===== config.mk =====
export PLATFORM = sky130hd
export DESIGN_NAME = pe_operand_sequencer
export DESIGN_NICKNAME = d
export VERILOG_FILES = /design/src/rtl/pe_operand_sequencer.sv
export SDC_FILE = /design/constraint.sdc
export NUM_CORES = 1
export LEC_CHECK = 0
export CAP_MARGIN = 20
export CORE_AREA = 2 2 159 161
export DETAILED_ROUTE_END_ITERATION = 16
export DIE_AREA = 0 0 161 163
export HOLD_SLACK_MARGIN = 0.02
export PLACE_DENSITY = 0.74
export SYNTH_ARGS = -nofsm -noshare
export SYNTH_HDL_FRONTEND = slang
export SYNTH_SLANG_ARGS = --single-unit

===== constraint.sdc =====
create_clock -name clk -period 4.16 [get_ports clk]
set_input_delay 0.832 -clock clk [delete_from_list [all_inputs] [get_ports clk]]
set_output_delay 0.832 -clock clk [all_outputs]
set_load 0.01 [all_outputs]

===== src/rtl/pe_operand_sequencer.sv =====
// pe_operand_sequencer: FIFO-buffered FP16 operand issuer for one MAC element, returns the final P.
// Optional WAIT watchdog enabled by defining PE_SEQ_TIMEOUT_EN.
module pe_operand_sequencer #(
    parameter int DEPTH   = 8,
    parameter int LEN_W   = 4,
    parameter int TIMEOUT = 64
) (
    input  logic             clk,
    input  logic             reset,
    input  logic             wr_en,
    input  logic [15:0]      wr_a,
    input  logic [15:0]      wr_b,
    output logic             full,
    input  logic             go,
    input  logic [LEN_W-1:0] len,
    output logic             busy,
    output logic             pe_clear,
    output logic             pe_start,
    output logic [15:0]      pe_a,
    output logic [15:0]      pe_b,
    input  logic             pe_ready,
    input  logic [15:0]      pe_P,
    output logic             res_valid,
    output logic [15:0]      res_data,
    input  logic             res_ready,
    output logic             err
);
    localparam int AW = $clog2(DEPTH);
    localparam logic [2:0] IDLE = 3'd0, ISSUE = 3'd1, WAIT = 3'd2, GAP = 3'd3, DONE = 3'd4;

    logic [2:0]       state;
    logic [31:0]      mem [DEPTH];
    logic [AW-1:0]    wp, rp;
    logic [AW:0]      cnt;
    logic [LEN_W-1:0] remaining;
    logic             pop, push, expired;

    assign full = cnt == (AW+1)'(DEPTH);
    assign pop  = state == ISSUE && cnt != '0;
    // a pop in the same cycle frees the slot, so a push at full is still accepted
    assign push = wr_en && (!full || pop);
    assign busy = state != IDLE;

`ifdef PE_SEQ_TIMEOUT_EN
    localparam int TW = $clog2(TIMEOUT + 1);
    logic [TW-1:0] wcnt;
    logic          err_r;
    assign expired = state == WAIT && !pe_ready && wcnt == TW'(TIMEOUT - 1);
    assign err = err_r;
    always_ff @(posedge clk) begin
        if (reset) begin
            wcnt  <= '0;
            err_r <= 1'b0;
        end else begin
            wcnt <= state == WAIT ? wcnt + 1'b1 : '0;
            if (expired) err_r <= 1'b1;
        end
    end
`else
    assign expired = 1'b0;
    assign err = 1'b0;
`endif

    always_ff @(posedge clk) begin
        if (push) mem[wp] <= {wr_a, wr_b};
    end

    always_ff @(posedge clk) begin
        if (reset) begin
            state     <= IDLE;
            wp        <= '0;
            rp        <= '0;
            cnt       <= '0;
            remaining <= '0;
            pe_clear  <= 1'b0;
            pe_start  <= 1'b0;
            pe_a      <= '0;
            pe_b      <= '0;
            res_valid <= 1'b0;
            res_data  <= '0;
        end else begin
            pe_clear <= 1'b0;
            if (push) wp <= wp + 1'b1;
            if (pop) rp <= rp + 1'b1;
            cnt <= cnt + {{AW{1'b0}}, push} - {{AW{1'b0}}, pop};
            case (state)
                IDLE: if (go) begin
                    res_data <= '0;
                    if (len != '0) begin
                        remaining <= len;
                        pe_clear  <= 1'b1;
                        state     <= ISSUE;
                    end else begin
                        res_valid <= 1'b1;
                        state     <= DONE;
                    end
                end
                ISSUE: if (pop) begin
                    {pe_a, pe_b} <= mem[rp];
                    pe_start     <= 1'b1;
                    state        <= WAIT;
                end
                WAIT: if (pe_ready) begin
                    res_data  <= pe_P;
                    remaining <= remaining - 1'b1;
                    pe_start  <= 1'b0;
                    res_valid <= remaining == LEN_W'(1);
                    state     <= remaining == LEN_W'(1) ? DONE : GAP;
                end else if (expired) begin
                    pe_start  <= 1'b0;
                    res_valid <= 1'b1;
                    state     <= DONE;
                end
                GAP: state <= ISSUE;
                DONE: if (res_ready) begin
                    res_valid <= 1'b0;
                    state     <= IDLE;
                end
                default: state <= IDLE;
            endcase
        end
    end
endmodule


Word level (Yosys, flattened, before mapping)
Memories as Yosys holds them, arrays and structs flattened. A register that Yosys moved wholly into a read port is not among the register bits.
Cells that the tools add are included.
Widths: inputs -> output; s select.
{"block": "classes", "addsub": 5, "n_bitwise": 2, "mux": 25, "n_eq_ne": 12, "n_reduce_logical": 18}
{"cell": "$mux 16", "count": 2}
{"cell": "$pmux 16 s2", "count": 1}
{"cell": "$mux 3", "count": 6}
{"cell": "$pmux 3 s5", "count": 1}
{"cell": "$mux 4", "count": 3}
{"cell": "$ne 2x2->1 const B", "count": 6}
{"cell": "$mux 1", "count": 9}
{"cell": "$pmux 4 s2", "count": 1}
{"cell": "$reduce_and 4->1", "count": 2}
{"cell": "$reduce_bool 4->1", "count": 2}
{"cell": "$add 3x1->3 const B", "count": 2}
{"cell": "$eq 3x2->1 const B", "count": 2}
{"cell": "$reduce_and 3->1", "count": 2}
{"cell": "$reduce_bool 3->1", "count": 2}
{"cell": "$reduce_and 5->1", "count": 1}
{"cell": "$add 4x1->4", "count": 1}
{"cell": "$eq 4x1->1 const B", "count": 1}
{"cell": "$eq 4x4->1 const B", "count": 1}
{"cell": "$reduce_bool 2->1", "count": 2}
{"cell": "$sub 4x1->4", "count": 1}
{"cell": "$sub 4x1->4 const B", "count": 1}
{"cell": "$eq 3x1->1 const B", "count": 1}
{"cell": "$eq 3x3->1 const B", "count": 1}
{"cell": "$logic_not 3->1", "count": 1}
{"cell": "other kinds (8)", "count": 10}
{"block": "word_totals", "out_inout_bits": 54, "reg_bits": 36, "ram_bits": 256, "memories": 1, "inputBits": 58}
{"memory": "mem", "depth": 8, "word_bits": 32, "rd": 1, "rd_ports_with_merged_regs": 1, "wr": 1, "line": "32", "text": "logic [31:0] mem [DEPTH];"}

Logic depth before layout (Yosys ltp)
Gate-level depths: netlist of the first run.
{"block": "depth", "depth_word": 6, "mapped_depth": 13}

Worst setup path after synthesis of the first run
OpenSTA, ideal clock, no wires.
{"block": "synth_path", "kind": "reg-to-reg", "startpoint": "reg cnt[2]", "endpoint": "mem mem[0][0] (enable)", "setup_ps": 502, "setup_slack_ps": -453, "arrival_time_ps": 4112, "path_stages_with_launch": 8, "period_less_slack_ps": 4613, "required_ps": 3658, "path_cell_list": "dfxtp_1 > inv_1 > ha_1 > or3b_1 > buf_2 > and2_4 > o21ai_2 > nor4_1"}
{"block": "synth_via", "elab_chain_cells": 6, "elab_cells_between_ends": 8}
{"item": "start: declaration", "line": "34", "text": "logic [AW:0] cnt;"}
{"item": "start signal: assignment", "line": "85", "text": "cnt <= cnt + {{AW{1'b0}}, push} - {{AW{1'b0}}, pop};"}
{"item": "$eq 4x4->1 / $reduce_bool 4->1 (equally long branches)", "line": "38, 39"}
{"item": "$logic_not 1->1 / $logic_and 1x1->1 (equally long branches)", "line": "41, 39"}
{"item": "$logic_or 1x1->1 *", "line": "41", "text": "assign push = wr_en && (!full || pop);"}
{"item": "$logic_and 1x1->1 *", "line": "41"}
{"item": "$mux 1 *", "line": "65", "text": "if (push) mem[wp] <= {wr_a, wr_b};"}
{"item": "$mux 1 (implied by the code) *", "line": "65"}
{"item": "end: declaration", "line": "32"}
Every way passes the cells marked *; elsewhere a longest branch is shown, timed or not.

Worst setup path after layout of the first run
{"block": "layout_path", "startpoint": "reg cnt[2]", "endpoint": "out full"}
{"block": "layout_via", "elab_chain_cells": 1}
{"item": "$eq 4x4->1", "line": "38", "text": "assign full = cnt == (AW+1)'(DEPTH);"}
{"item": "end: declaration", "line": "13", "text": "output logic full,"}
No other way between the ends.

==> results of run 1 <==
-- sequential cells by signal (all words and copies together), names as in the netlist --
| signal | flops |
|---|---|
| pe_b | 16 |
| pe_clear | 1 |
| res_valid | 1 |
| mem | 256 |
| pe_start | 1 |
| remaining | 4 |
| wp | 3 |
| pe_a | 16 |
| res_data | 16 |
| state | 3 |
| cnt | 4 |
| rp | 3 |
-- cells in the mapped netlist, types with 2 or more instances --
master and count:
a21oi_1 25, nand2b_1 3, o21ai_0 7, ha_1 9, nor4_1 4, nor3b_4 2, nor3_1 37, nand3b_1 3
a2bb2oi_1 2, nand2_1 26, mux2_2 2, xnor2_1 3, clkbuf_1 10, dfxtp_1 68, a21o_1 2, o21bai_1 2
inv_1 13, a211oi_1 3, nor2_1 53, buf_4 13, nand3_1 19, nor2b_1 3, or3_1 2, buf_2 16
edfxtp_1 256, mux4_2 64, o22ai_1 32, mux2i_1 3
-- per-stage QoR --
stage               instances  cell area, um2  hold slack, ns
floorplan                 702           12300           0.466
global placement         1120           13800           0.438
detailed placement       1120           13800           0.443
CTS                      1177           14700           0.451
global route             1177           14700           0.466
finish                   1177           14700           0.449
-- critical path: stages, from the launching register on --
cell and delay [ns]:
dfxtp_1 0.30, inv_1 0.09, ha_1 0.15, or3b_2 0.51, inv_1 0.09, clkdlybuf4s50_1 0.55
-- cell families after synthesis --
| kind of cell | count (synthesis) |
|---|---|
| simple gates | 162 |
| xor+xnor | 4 |
| compound gates | 78 |
| fa+ha+maj | 10 |
| mux | 69 |
| other cells | 1 |
| flops | 324 |
| buf+inv | 54 |
-- power groups by stage --
stage / Sequential (mW) / Combinational [mW] / Clock [mW]
floorplan: 4.04 / 1.21 / 0
global placement: 4.07 / 1.75 / 0
detailed placement: 4.09 / 1.78 / 0
CTS: 4.03 / 1.80 / 2.70
global route: 4.07 / 1.93 / 2.83
finish: 4.03 / 1.77 / 2.65
-- per-layer routing --
metal | track usage | share of wire | vias to the layer above
met4 | 0.0406 | 0.012 | 0
met3 | 0.0341 | 0.068 | 24
met2 | 0.312 | 0.49 | 208
li1 | - | - | 2994
met1 | 0.258 | 0.43 | 3276
met5 | 0 | 0 | -
-- how the worst max path moves through the flow --
stage	slack, ns	to	from	cells after the start
finish	1.09	full	cnt[2]	5
global route	1.01	full	cnt[2]	5
CTS	1.05	full	cnt[2]	5
detailed placement	1.10	mem[3][11]	wr_en	4
global placement	1.16	mem[3][11]	wr_en	4
floorplan	0.35	mem[1][0]	cnt[2]	7
-- area by class of cell --
| class | count | area [um2] | share of cell area |
|---|---|---|---|
| sequential | 324 | 9050 | 0.615 |
| timing repair buffer | 129 | 1240 | 0.0841 |
| clock inverter | 18 | 153 | 0.0104 |
| multi-input combinational | 324 | 3020 | 0.205 |
| clock buffer | 39 | 806 | 0.0547 |
| inverter | 13 | 48.8 | 0.00331 |
| tap | 330 | 413 | 0.0280 |
==> impl_metrics.ini, run 1 <==
[power]
power_density_nw_per_um2 = 574
p_leak_nw = 4.67
p_sw_mw = 2.25
seqPwrFrac = 0.477
switching_share = 0.267
peakVddDrop_v = 0.000336
pwr-share-clk = 0.314
p_int_mw = 6.20
p_comb_frac = 0.210
p_total_mw = 8.45

[clocking]
clk_latency_ns = 0.55
clkTransAtPathRegs_ns = 0.06
clock-sinks = 324
cts-root-buf = clkbuf_16
postCtsSetupRepairBufs = 0
hold_buffers = 0
cts_resized = 0
cts_buffers = 31
clk_path_buf_depth = 3
h-tree-depth = 1
cts_tree = built

[timing]
min_period_over_period = 0.737
fmax_mhz = 326
setup_viol = 0
fin_ws_ns = 1.09
rsz0062_at_grt = false
fin_crit_ns = 3.07
slew_headroom = 0.278
clock_skew_ns = 0.0125
maxSlewViolCount = 0
finalHoldViolCount = 0
totalNegativeSetupSlack_ns = 0
worst_pin_slew_ns = 1.08

[final_layout]
final_common_cell = edfxtp_1
fillers = 1787
num_antenna_cells = 0
area_growth_pct = 19.9
drive_gt1_frac = 0.181
final_cell_mix = edfxtp_1 (256), clkdlybuf4s50_1 (109), dfxtp_1 (66), mux4_2 (64), nor2_1 (50)
fin_util = 0.597
final_nets = 891

[drt]
dr.pass1.iters = 4
wl_per_cell_um = 20.6
drc = 0
drt_iter0_markers = 624
via_per_inst = 5.52
num_vias = 6502
routed_wl_um = 24300
drt.antenna.violating_nets = 0

[floorplan]
start_util = 0.498
fp.coreArea_um2 = 24700
die_width_um = 161
die_area_um2 = 26200
rows = 58
ioPinCount = 112
die_y_um = 163

[worst_setup_path]
crit_type = reg -> out
timing.rr.end = mem[3][11]
worstPathArrival_ns = 2.24
end_kind = output pin
r2r_cells = 5
start_kind = flop
cp_max_fo = 4
reg2reg_slack_ns = 1.37
required_ns = 3.33
timing.rr.start = state[0]

[placement]
hpwl_um = 14100
numPortBuffers = 110
place_congestion = 0.762
pre_cts_ws_ns = 1.10

[yosys]
synth_top_area_cell = edfxtp_1
ys_seq_area_frac = 0.737
synthXorXnorAreaFrac = 0.00285
yosys.area_share.simple = 0.0649
synthMuxAreaShare = 0.122
async_flop_share = 0
synth_compound_area_frac = 0.0401
synth_nets = 770
synth_fa_ha_area_frac = 0.0108
ys_seq_elements = 324
synth_top_family_by_area = multiplexers
netlist_top_cells_area = edfxtp_1 (63%), mux4_2 (12%), dfxtp_1 (11%), o22ai_1 (1.6%), nor2_1 (1.6%)
synth-edff-count = 256
synth.distinct_cells = 48
syn_area_um2 = 12300
synth_top_cell_area_share = 0.626
yosysWarnings = 0
synth_area_per_cell_um2 = 17.5
syn_inst = 702
synthFlopType = edfxtp_1

[global_routing]
grt_use_total = 0.186
grt_pass1_wl_um = 37700
antenna_found_initial = 0
grt_max_degree = 65
grt_pass1_vias = 6658
overflow = 0

[min_path]
min_to = res_data[9]
hp-class = reg -> reg
hold_start = res_data[9]
holdPathStages = 2

[flow_run]
maxCapViolations = 0

[run_status]
run_status = completed
Note: power is estimated with default switching activity, not from simulation.
==> run 2, diff against run 1 <==
CORE_AREA = 2 2 150 152   (was 2 2 159 161)
DIE_AREA = 0 0 152 154   (was 0 0 161 163)
PLACE_DENSITY = 0.79   (was 0.74)
clock period = 2.96 ns   (was 4.16 ns; I/O delays follow)
==> run 2 against run 1 <==
Effect of this change: sequential cell count unchanged; clock power grew 69%; utilization rose by 9.9 points; critical path depth is the same; routed wire length increased by 8.3%; global-route usage up 4.1 points; final cell count decreased by 3.7%; via count up 5.5%; critical endpoint unchanged; highest routed layer unchanged.
==> impl_metrics.ini, run 2 (synthesized netlist as in run 1, its figures left out) <==
[placement]
placed_area_um2 = 13900
hpwl_um = 15300
pre_cts_ws_ns = 0.407
dp_cells = 1076
numPortBuffers = 110
place_congestion = 0.776

[drt]
wl_per_cell_um = 23.2
dr.pass1.iters = 5
drt.antenna.violating_nets = 0
routed_wl_um = 26300
via_per_inst = 6.05
num_vias = 6857
drt_iter0_markers = 585
drc = 0

[worst_setup_path]
timing.rr.end = mem[7][28]
timing.rr.start = state[0]
critical_path.cell_chain = inv_1, ha_1, or3b_2, inv_1, clkdlybuf4s50_1
crit_start = cnt[2]
required_ns = 2.37
start_kind = flop
reg2reg_slack_ns = 0.34
crit_top_cell = inv_1
r2r_cells = 5
worstPathArrival_ns = 2.21
crit_type = reg -> out
crit_path_end = full
cp_slowest_cell = clkdlybuf4s50_1
end_kind = output pin
cp_max_fo = 4
slowest_delay_ns = 0.55

[final_layout]
final_common_cell = edfxtp_1
num_antenna_cells = 0
fin_area_um2 = 15100
drive_gt1_frac = 0.196
largest_reg_flops = 256
final_nets = 897
area_growth_pct = 22.8
top_register = mem
fin_util = 0.696
stdcell_count = 1133
final_cell_mix = edfxtp_1 (256), clkdlybuf4s50_1 (109), dfxtp_1 (66), mux4_2 (64), nor2_1 (50)

[global_routing]
grt_pass1_wl_um = 41100
grt_pass1_vias = 7285
overflow = 0
grt_max_degree = 67
grt_use_total = 0.227
antenna_found_initial = 0

[timing]
setup_viol = 0
finalHoldViolCount = 0
worst_pin_slew_ns = 0.935
slew_headroom = 0.376
totalNegativeSetupSlack_ns = 0
min_period_over_period = 0.947
fin_ws_ns = 0.158
fmax_mhz = 357
rsz0062_at_grt = false
hold_slack_ns = 0.453
maxSlewViolCount = 0
clock_skew_ns = 0.0124
fin_crit_ns = 2.80

[power]
p_total_mw = 12.8
peakVddDrop_v = 0.000762
p_leak_nw = 4.85
power_density_nw_per_um2 = 846

[clocking]
cts-root-buf = clkbuf_16
hold_buffers = 0
cts_tree = built
clock-sinks = 324
postCtsSetupRepairBufs = 0
cts_buffers = 31
clk_latency_ns = 0.55
clkTransAtPathRegs_ns = 0.06
cts_resized = 0
h-tree-depth = 1
clk_path_buf_depth = 3

[floorplan]
die_y_um = 154
start_util = 0.566
die_area_um2 = 23400
die_width_um = 152
fp.coreArea_um2 = 21700
ioPinCount = 112
rows = 54

[min_path]
hp-class = reg -> reg

[flow_run]
maxCapViolations = 0

[run_status]
run_status = completed
-- run 2: power by group --
part / leakage [nW] / switching (mW) / internal (mW)
combinational: 1.40 / 1.31 / 1.32
sequential: 2.88 / 0.297 / 5.36
clock: 0.568 / 1.66 / 2.81
total: 4.85 / 3.27 / 9.49
-- run 2: worst max-delay path: cells and delay by family (launching register included) --
family,cells,cell delay (ns)
adders and majority gates,1,0.14
buffers and inverters,3,0.73
DFF,1,0.30
and+or+nand+nor,1,0.50
-- run 2: final cells by class --
class / instances / area (um2)
Clock buffer: 38 / 842
Clock inverter: 19 / 342
Fill cell: 1292 / 6600
Inverter: 13 / 48.8
Multi-Input combinational cell: 324 / 3020
Sequential cell: 324 / 9050
Tap cell: 280 / 350
Timing Repair Buffer: 135 / 1430
-- run 2: worst min path at each step --
stage,end,from,cells past startpoint
6_report,res_data[10],res_data[10],2
5_1_grt,res_data[2],res_data[2],2
2_1_floorplan,remaining[3],remaining[3],2
4_1_cts,res_data[10],res_data[10],2
3_5_place_dp,res_data[10],res_data[10],2
3_3_place_gp,res_data[1],res_data[1],2
-- run 2: per-layer routing --
metal  vias up  track usage  share of wire
li1       3016            -              -
met1      3496        0.294           0.39
met2       304        0.403           0.53
met3        41       0.0378          0.064
met4         0       0.0601          0.020
met5         -            0              0
